===== src/rtl/branch_predictor_btb_pkg.sv =====
// rtl/branch_predictor_btb_pkg.sv - shared constants and helpers for the branch target buffer
package branch_predictor_btb_pkg;

    localparam int INSTR_BYTES = 4;

    localparam logic [1:0] CTR_WEAK_NT = 2'b01;
    localparam logic [1:0] CTR_WEAK_T  = 2'b10;

    function automatic int clog2(input int n);
        int r;
        r = 0;
        for (int v = n - 1; v > 0; v = v >> 1) begin
            r++;
        end
        return r;
    endfunction

    // Generalised weak encodings: MSB is the taken bit, the rest sit just below/above the midpoint
    function automatic int ctr_weak_nt(input int w);
        return (1 << (w - 1)) - 1;
    endfunction

    function automatic int ctr_weak_t(input int w);
        return 1 << (w - 1);
    endfunction

endpackage


===== src/rtl/branch_predictor_btb_sat_counter.sv =====
// rtl/branch_predictor_btb_sat_counter.sv - saturating up/down counter with parallel load
module sat_counter #(
    parameter int           W       = 2,
    parameter logic [W-1:0] RST_VAL = '0
) (
    input  logic         clk,
    input  logic         rst,
    input  logic         en_i,
    input  logic         inc_i,
    input  logic         load_i,
    input  logic [W-1:0] load_val_i,
    output logic [W-1:0] cnt_o
);

    logic [W-1:0] cnt_q;
    logic [W-1:0] cnt_d;

    always_comb begin
        cnt_d = cnt_q;
        if (load_i) begin
            cnt_d = load_val_i;
        end else if (en_i) begin
            if (inc_i && (cnt_q != '1)) begin
                cnt_d = cnt_q + 1'b1;
            end else if (!inc_i && (cnt_q != '0)) begin
                cnt_d = cnt_q - 1'b1;
            end
        end
    end

    always_ff @(posedge clk or posedge rst) begin
        if (rst) begin
            cnt_q <= RST_VAL;
        end else begin
            cnt_q <= cnt_d;
        end
    end

    assign cnt_o = cnt_q;

endmodule


===== src/rtl/branch_predictor_btb.sv =====
// rtl/branch_predictor_btb.sv - direct-mapped BTB with per-entry direction counters and statistics
module branch_predictor_btb
    import branch_predictor_btb_pkg::*;
#(
    parameter int ADDR_W  = 32,
    parameter int ENTRIES = 16,
    parameter int CTR_W   = 2,
    parameter int CNT_W   = 16
) (
    input  logic              clk,
    input  logic              rst,
    input  logic [ADDR_W-1:0] lookup_pc,
    output logic              pred_hit,
    output logic              pred_taken,
    output logic [ADDR_W-1:0] pred_next_pc,
    input  logic              upd_valid,
    input  logic [ADDR_W-1:0] upd_pc,
    input  logic              upd_taken,
    input  logic [ADDR_W-1:0] upd_target,
    input  logic              upd_pred_taken,
    input  logic [ADDR_W-1:0] upd_pred_target,
    input  logic              inv_all,
    output logic              mispredict,
    output logic [CNT_W-1:0]  br_count,
    output logic [CNT_W-1:0]  mispred_count
);

    localparam int IDX_W = clog2(ENTRIES);
    localparam int TAG_W = ADDR_W - IDX_W - 2;
    localparam logic [CTR_W-1:0] CTR_INIT  = CTR_W'(ctr_weak_nt(CTR_W));
    localparam logic [CTR_W-1:0] CTR_ALLOC = CTR_W'(ctr_weak_t(CTR_W));

    logic [IDX_W-1:0]  lk_idx;
    logic [IDX_W-1:0]  up_idx;
    logic [TAG_W-1:0]  lk_tag;
    logic [TAG_W-1:0]  up_tag;
    logic              upd_hit;

    logic [ENTRIES-1:0] valid_q;
    logic [ENTRIES-1:0] valid_d;
    logic [TAG_W-1:0]   tag_q    [ENTRIES];
    logic [TAG_W-1:0]   tag_d    [ENTRIES];
    logic [ADDR_W-1:0]  target_q [ENTRIES];
    logic [ADDR_W-1:0]  target_d [ENTRIES];
    logic [CTR_W-1:0]   ctr_val  [ENTRIES];
    logic [ENTRIES-1:0] ctr_en;
    logic [ENTRIES-1:0] ctr_load;

    logic [1:0] unused_pc_bits;
    assign unused_pc_bits = lookup_pc[1:0] ^ upd_pc[1:0];

    assign lk_idx = lookup_pc[IDX_W+1:2];
    assign lk_tag = lookup_pc[ADDR_W-1:IDX_W+2];
    assign up_idx = upd_pc[IDX_W+1:2];
    assign up_tag = upd_pc[ADDR_W-1:IDX_W+2];

    // Lookup sees only registered state, so a same-cycle update is not bypassed
    assign pred_hit     = valid_q[lk_idx] && (tag_q[lk_idx] == lk_tag);
    assign pred_taken   = pred_hit && ctr_val[lk_idx][CTR_W-1];
    assign pred_next_pc = pred_taken ? target_q[lk_idx] : lookup_pc + ADDR_W'(INSTR_BYTES);

    assign upd_hit = valid_q[up_idx] && (tag_q[up_idx] == up_tag);

    assign mispredict = upd_valid &&
                        ((upd_taken != upd_pred_taken) ||
                         (upd_taken && (upd_target != upd_pred_target)));

    always_comb begin
        valid_d  = valid_q;
        tag_d    = tag_q;
        target_d = target_q;
        ctr_en   = '0;
        ctr_load = '0;
        if (inv_all) begin
            valid_d = '0;
        end else if (upd_valid) begin
            if (upd_hit) begin
                ctr_en[up_idx] = 1'b1;
                if (upd_taken) begin
                    target_d[up_idx] = upd_target;
                end
            end else if (upd_taken) begin
                valid_d[up_idx]  = 1'b1;
                tag_d[up_idx]    = up_tag;
                target_d[up_idx] = upd_target;
                ctr_load[up_idx] = 1'b1;
            end
        end
    end

    always_ff @(posedge clk or posedge rst) begin
        if (rst) begin
            valid_q <= '0;
            for (int i = 0; i < ENTRIES; i++) begin
                tag_q[i]    <= '0;
                target_q[i] <= '0;
            end
        end else begin
            valid_q  <= valid_d;
            tag_q    <= tag_d;
            target_q <= target_d;
        end
    end

    for (genvar e = 0; e < ENTRIES; e++) begin : g_ctr
        sat_counter #(
            .W       (CTR_W),
            .RST_VAL (CTR_INIT)
        ) u_ctr (
            .clk        (clk),
            .rst        (rst),
            .en_i       (ctr_en[e]),
            .inc_i      (upd_taken),
            .load_i     (ctr_load[e]),
            .load_val_i (CTR_ALLOC),
            .cnt_o      (ctr_val[e])
        );
    end

    // Statistics count every resolved branch, including ones dropped by inv_all
    sat_counter #(
        .W       (CNT_W),
        .RST_VAL ('0)
    ) u_br_count (
        .clk        (clk),
        .rst        (rst),
        .en_i       (upd_valid),
        .inc_i      (1'b1),
        .load_i     (1'b0),
        .load_val_i ('0),
        .cnt_o      (br_count)
    );

    sat_counter #(
        .W       (CNT_W),
        .RST_VAL ('0)
    ) u_mispred_count (
        .clk        (clk),
        .rst        (rst),
        .en_i       (mispredict),
        .inc_i      (1'b1),
        .load_i     (1'b0),
        .load_val_i ('0),
        .cnt_o      (mispred_count)
    );

endmodule


===== config.mk =====
export PLATFORM = sky130hd
export DESIGN_NAME = branch_predictor_btb
export DESIGN_NICKNAME = d
export VERILOG_FILES = /design/src/rtl/branch_predictor_btb_pkg.sv /design/src/rtl/branch_predictor_btb_sat_counter.sv /design/src/rtl/branch_predictor_btb.sv
export SDC_FILE = /design/constraint.sdc
export NUM_CORES = 2
export LEC_CHECK = 0
export CAP_MARGIN = 0
export CORE_MARGIN = 10
export CORE_UTILIZATION = 56
export DETAILED_ROUTE_END_ITERATION = 7
export GPL_TIMING_DRIVEN = 0
export PLACE_DENSITY_LB_ADDON = 0.25
export SLEW_MARGIN = 20
export SYNTH_ARGS = -nofsm -noshare
export SYNTH_HDL_FRONTEND = slang
export SYNTH_HIERARCHICAL = 1
export SYNTH_SLANG_ARGS = --single-unit

===== constraint.sdc =====
create_clock -name clk -period 33.1 [get_ports clk]
set_input_delay 8.275 -clock clk [delete_from_list [all_inputs] [get_ports clk]]
set_output_delay 8.275 -clock clk [all_outputs]
set_load 0.1 [all_outputs]

# == Word level (Yosys, flattened, before mapping) ==
# Index checks and enable logic that the tools add are counted.
# word_totals
reg_bits,1008
out_inout_bits,67
elab_cells,332
# op_classes
addsub,35
order_cmp,6
n_eq_ne,23
muxes,100
n_bitwise,5
reduce_logical,112
# op_table
cell,count
$bwmux W512,1
$bwmux W416,1
$bmux W26 S4,2
$mux W16,11
$mux W2,66
$mux W26,5
$bmux W32 S4,1
$demux W32 S4,1
$mux W32,4
$demux W26 S4,1
$reduce_bool A2 Y1,34
$eq A26 B26 Y1,2
$reduce_bool A3 Y1,16
$logic_and A1 B1 Y1,39
$reduce_and A2 Y1,18
$ne A2 B2 Y1 const B,17
$add A16 B1 Y16 const B,2
$add A2 B1 Y2 const B,16
$add A32 B3 Y32 const B,1
$ne A16 B16 Y1 const B,2
$ne A32 B32 Y1,1
$sub A2 B1 Y2 const B,16
$or A16 B16 Y16,1
$ge A5 B5 Y1 const B,2
other kinds (14),21

# == Depth between registers and ports, before layout ==
# logic_depth
ltp_word,11
depth_mapped,17
depth_no_buf,12

# == Modules after synthesis ==
# Netlist, hierarchy kept.
# by_module_without_submodules
module,instances,cells_per_inst,area_each_um2
branch_predictor_btb,1,3257,48753.0
sat_counter at u_br_count ...,2,197,1602.8
sat_counter at g_ctr[0].u_ctr ...,16,12,116.4

# == Worst setup path after synthesis ==
# OpenSTA, ideal clock, no wires.
# synth_timing
path_kind,input to output
start,in lookup_pc[3]
end,out pred_next_pc[2]
t_arrival_ns,12.392
path_slack_ns,12.433
stages,12
n_path_buf,3
path_cell_list,buf_2 buf_1 mux4_2 mux2i_1 xor2_1 nand4_1 o21ai_0 nand2_1 a211oi_1 nand4_1 buf_2 mux2i_1
# synth_via
elab_chain_cells,8
# synth_rtl
item,line,rtl
start: declaration,branch_predictor_btb.sv:12,"input logic [ADDR_W-1:0] lookup_pc,"
$not A4 Y5 (not written as such),"branch_predictor_btb.sv:58, branch_predictor_btb.sv:59, branch_predictor_btb.sv:60",
$bmux W26 S4,branch_predictor_btb.sv:58,assign pred_hit = valid_q[lk_idx] && (tag_q[lk_idx] == lk_tag);
$mux W26 (not written as such) (2 in series),branch_predictor_btb.sv:58,
$eq A26 B26 Y1,branch_predictor_btb.sv:58,
$logic_and A1 B1 Y1,branch_predictor_btb.sv:58,
$logic_and A1 B1 Y1,branch_predictor_btb.sv:59,assign pred_taken = pred_hit && ctr_val[lk_idx][CTR_W-1];
$mux W32 *,branch_predictor_btb.sv:60,assign pred_next_pc = pred_taken ? target_q[lk_idx] : lookup_pc + ADDR_W'(INSTR_BYTES);
end: declaration,branch_predictor_btb.sv:15,"output logic [ADDR_W-1:0] pred_next_pc,"
# Every way passes the cells marked *; elsewhere a longest branch is shown, timed or not. The select of a mux whose other input is x is not followed.

# == Worst setup path after layout ==
# layout_timing
start,in lookup_pc[4]
end,out pred_next_pc[2]
# Same word-level chain as after synthesis.

==> impl_results.md <==
* Cell leakage power at 27.7 nW
* Post-layout min period at about 25 ns
* Most common cell after layout, fill and taps aside: dfrtp_1
* Worst R2R End: g_ctr[1].u_ctr/cnt_o[0]
* Average wire per standard cell at 32.1 µm
* Hold_sp: target_q[132]
* First-pass GRT wire length at about 260 mm
* IO Pins at ~200
* Final wirelength at roughly 180 mm
* Status: complete, no violations
* FF-to-FF setup slack at between 20 and 30 ns
* Fin nets at 4386
* Synth Register Bits at just over 1000
* Hold Path Stages at 1
* Worst EP required at around 25 ns
* Netlist cell types at 78
* Hold crit path type: reg -> reg
* GP Congestion at between 1 and 1.5
* Footprint of the multi-input gates at between 20000 and 30000 µm²
* Final Hold Fails at 0
* Total track usage at 0.328
* Slew at the pin with the worst max-slew slack at 1.28 ns
* Synth-to-Final Area Change at 14.5%
* Final TNS setup at 0 ns
* CP endpoint kind: output port
* Antenna-violating nets left at 0
* Pre-antenna DRT Iters at 6
* H-tree depth at 3
* GRT overflow at 0
* Share of layout cells above drive strength 1 at 0.389
* Max VDD drop at around 0.054 mV
* Synth Cell Area at around 54000 µm²
* Skew-Pair Late Insertion Delay at about 0.72 ns
* Buffers added on ports at 160
* RSZ-0062 raised after global routing: false
* Max Freq at just over 0.04 GHz
* Synth warn at 6
* Final Instance Area at between 60000 and 70000 µm²
* Synthesized area per cell at between 10 and 15 µm²
* Total CTS buffers at between 100 and 150
* Mapped Cells at between 3000 and 4000
* Hold Path End: target_q[132]
* Final Max Slew Viols at 0
* Storage element area at 25200 µm²
* Detail-routed via count per cell at 6.71
* Number of flops mapped to enable cells by yosys at 0
* Final period util at 0.744
* Effective utilization at floorplan at 0.566
* Worst endpoint data arrival time at around 16 ns
* Most frequent cells in the layout: 992 x dfrtp_1, 966 x mux2_2, 335 x mux4_2
* PD cells at approximately 56 nW/µm²
* Final setup vio count at 0
* CP max FO at 10
* Die Ht at between 300 and 400 µm
* Max-Cap Viols at 0
* Post-synthesis sequential area ratio at 0.469
* Post-CTS setup buffers at 0
* Gates resized, CTS repair at 0
* Overall power at 3.43 mW
* Clock root buffer: clkbuf_16
* Slew HR at 0.146
* Critical path class: in -> out
* Die W at ~330 µm
* Post-synth top flop: dfrtp_1
* Final core occ at 0.648
* CTS max path bufs at 3
* Skew final at 0.0300 ns
* Ys async rst share at 1.00
* Routed vias at 37400
* Antenna violations before repair at 17
* # hold bufs at CTS at 0
* Drt initial violations at 4714
* FF-to-FF path depth at 12
* Num Clock Sinks at between 1000 and 1500
* Largest net degree at the start of global routing at 39
* Clock-pin slew on the worst setup and hold paths at ~0.06 ns
* Worst setup SP type: primary input
* Vias in the first global route at 37900
* Filler Cell Count at roughly 7100
* Detailed placer's ending HPWL at about 130 mm
* Core ar. at roughly 95000 µm²
* DIE AREA at between 100000 and 150000 µm²
* DRC viols at 0
* Reg-to-Reg Start: tag_q[355]
* TritonCTS clock tree: built
* Post-placement cell area at 58000 µm²
* Site Rows at between 100 and 150
-- logic make-up (layout without fill, tap and decap cells) --
kind of cell             after synthesis  in the layout  share of synthesized area
multiplexers                        1488           1488                      0.378
adder cells (fa/ha/maj)               33             33                    0.00795
AND/OR/NAND/NOR                      426            426                     0.0439
other                                  2             76                   0.000140
flip-flops                          1008           1008                      0.469
XOR/XNOR                             144            144                     0.0234
AO/OA/AOI/OAI                        363            363                     0.0446
buffers and inverters                379            772                     0.0332
-- flip-flops by register name, indices dropped and copies added (netlist names) --
register               cells
g_ctr.u_ctr/cnt_o         32
tag_q                    416
target_q                 512
u_br_count/cnt_o          16
u_mispred_count/cnt_o     16
valid_q                   16
-- per-stage QoR --
step | instances | hold WS (ns) | worst slack (ns)
after global placement | 5336 | 0.482 | 4.64
final | 5575 | 0.499 | 8.48
after floorplan | 3911 | 0.474 | 11.83
after CTS | 5567 | 0.505 | 9.11
after global routing | 5575 | 0.510 | 8.75
after detailed placement | 5372 | 0.489 | 9.09
-- worst max path at each step --
stage | start | cells past startpoint | end
after global placement | rst | 2 | target_q[294]
after CTS | lookup_pc[4] | 12 | pred_next_pc[2]
final | lookup_pc[4] | 12 | pred_next_pc[2]
after detailed placement | lookup_pc[4] | 12 | pred_next_pc[2]
after floorplan | rst | 1 | tag_q[0]
after global routing | lookup_pc[4] | 12 | pred_next_pc[2]
-- power by group --
part	internal [mW]	switching (mW)	total [mW]
Sequential	1.39	0.108	1.50
Combinational	0.324	0.355	0.679
Clock	0.724	0.520	1.24
Total	2.44	0.983	3.43
-- cell type report --
type,count,share of cell area
Antenna cell,6,0.000244
Buffer,315,0.0255
Clock buffer,158,0.0508
Clock inverter,37,0.00735
Inverter,64,0.00396
Multi-Input combinational cell,2524,0.439
Sequential cell,1008,0.410
Tap cell,1265,0.0257
Timing Repair Buffer,198,0.0380
-- metal layers --
layer,track usage,share of wire,vias to the layer above,routed length [µm]
met2,0.491,0.45,2102,80100
li1,-,-,15100,-
met3,0.0972,0.11,517,19100
met4,0.170,0.059,14,10500
met5,0,0.00047,-,85
met1,0.432,0.39,19600,69300
-- synthesized netlist by cell type, types with 17 or more instances --
master    instances  share of area
dfrtp_1         992           0.46
mux2_2          966           0.20
mux4_2          335           0.14
clkbuf_1        163          0.011
mux2i_1         158          0.029
nand2_1         113         0.0079
a21oi_1          88         0.0082
xnor2_1          78          0.013
nor2_1           67         0.0047
xor2_1           66          0.011
o21ai_0          65         0.0060
inv_1            64         0.0045
buf_1            53         0.0037
buf_2            45         0.0042
nor3_1           38         0.0035
buf_4            32         0.0045
ha_1             31         0.0072
mux2_1           29         0.0061
a22oi_1          28         0.0039
nand2b_1         28         0.0033
nand3_1          28         0.0026
nand4_1          25         0.0029
nor4_1           24         0.0028
nor2b_1          21         0.0024
o31ai_1          20         0.0028
and3_1           19         0.0022
buf_6            18         0.0038
a211oi_1         17         0.0024
-- worst max-delay path, stage by stage --
cell	delay [ns]
buf_2	0.32
buf_1	0.95
clkbuf_1	0.96
nor2_1	0.34
a221oi_1	1.01
xor2_1	0.14
a211o_1	0.31
a211oi_1	0.95
nand4_1	0.93
buf_2	0.50
mux2i_1	0.37
clkdlybuf4s50_1	1.23
Note: power is estimated with default switching activity, not from simulation.
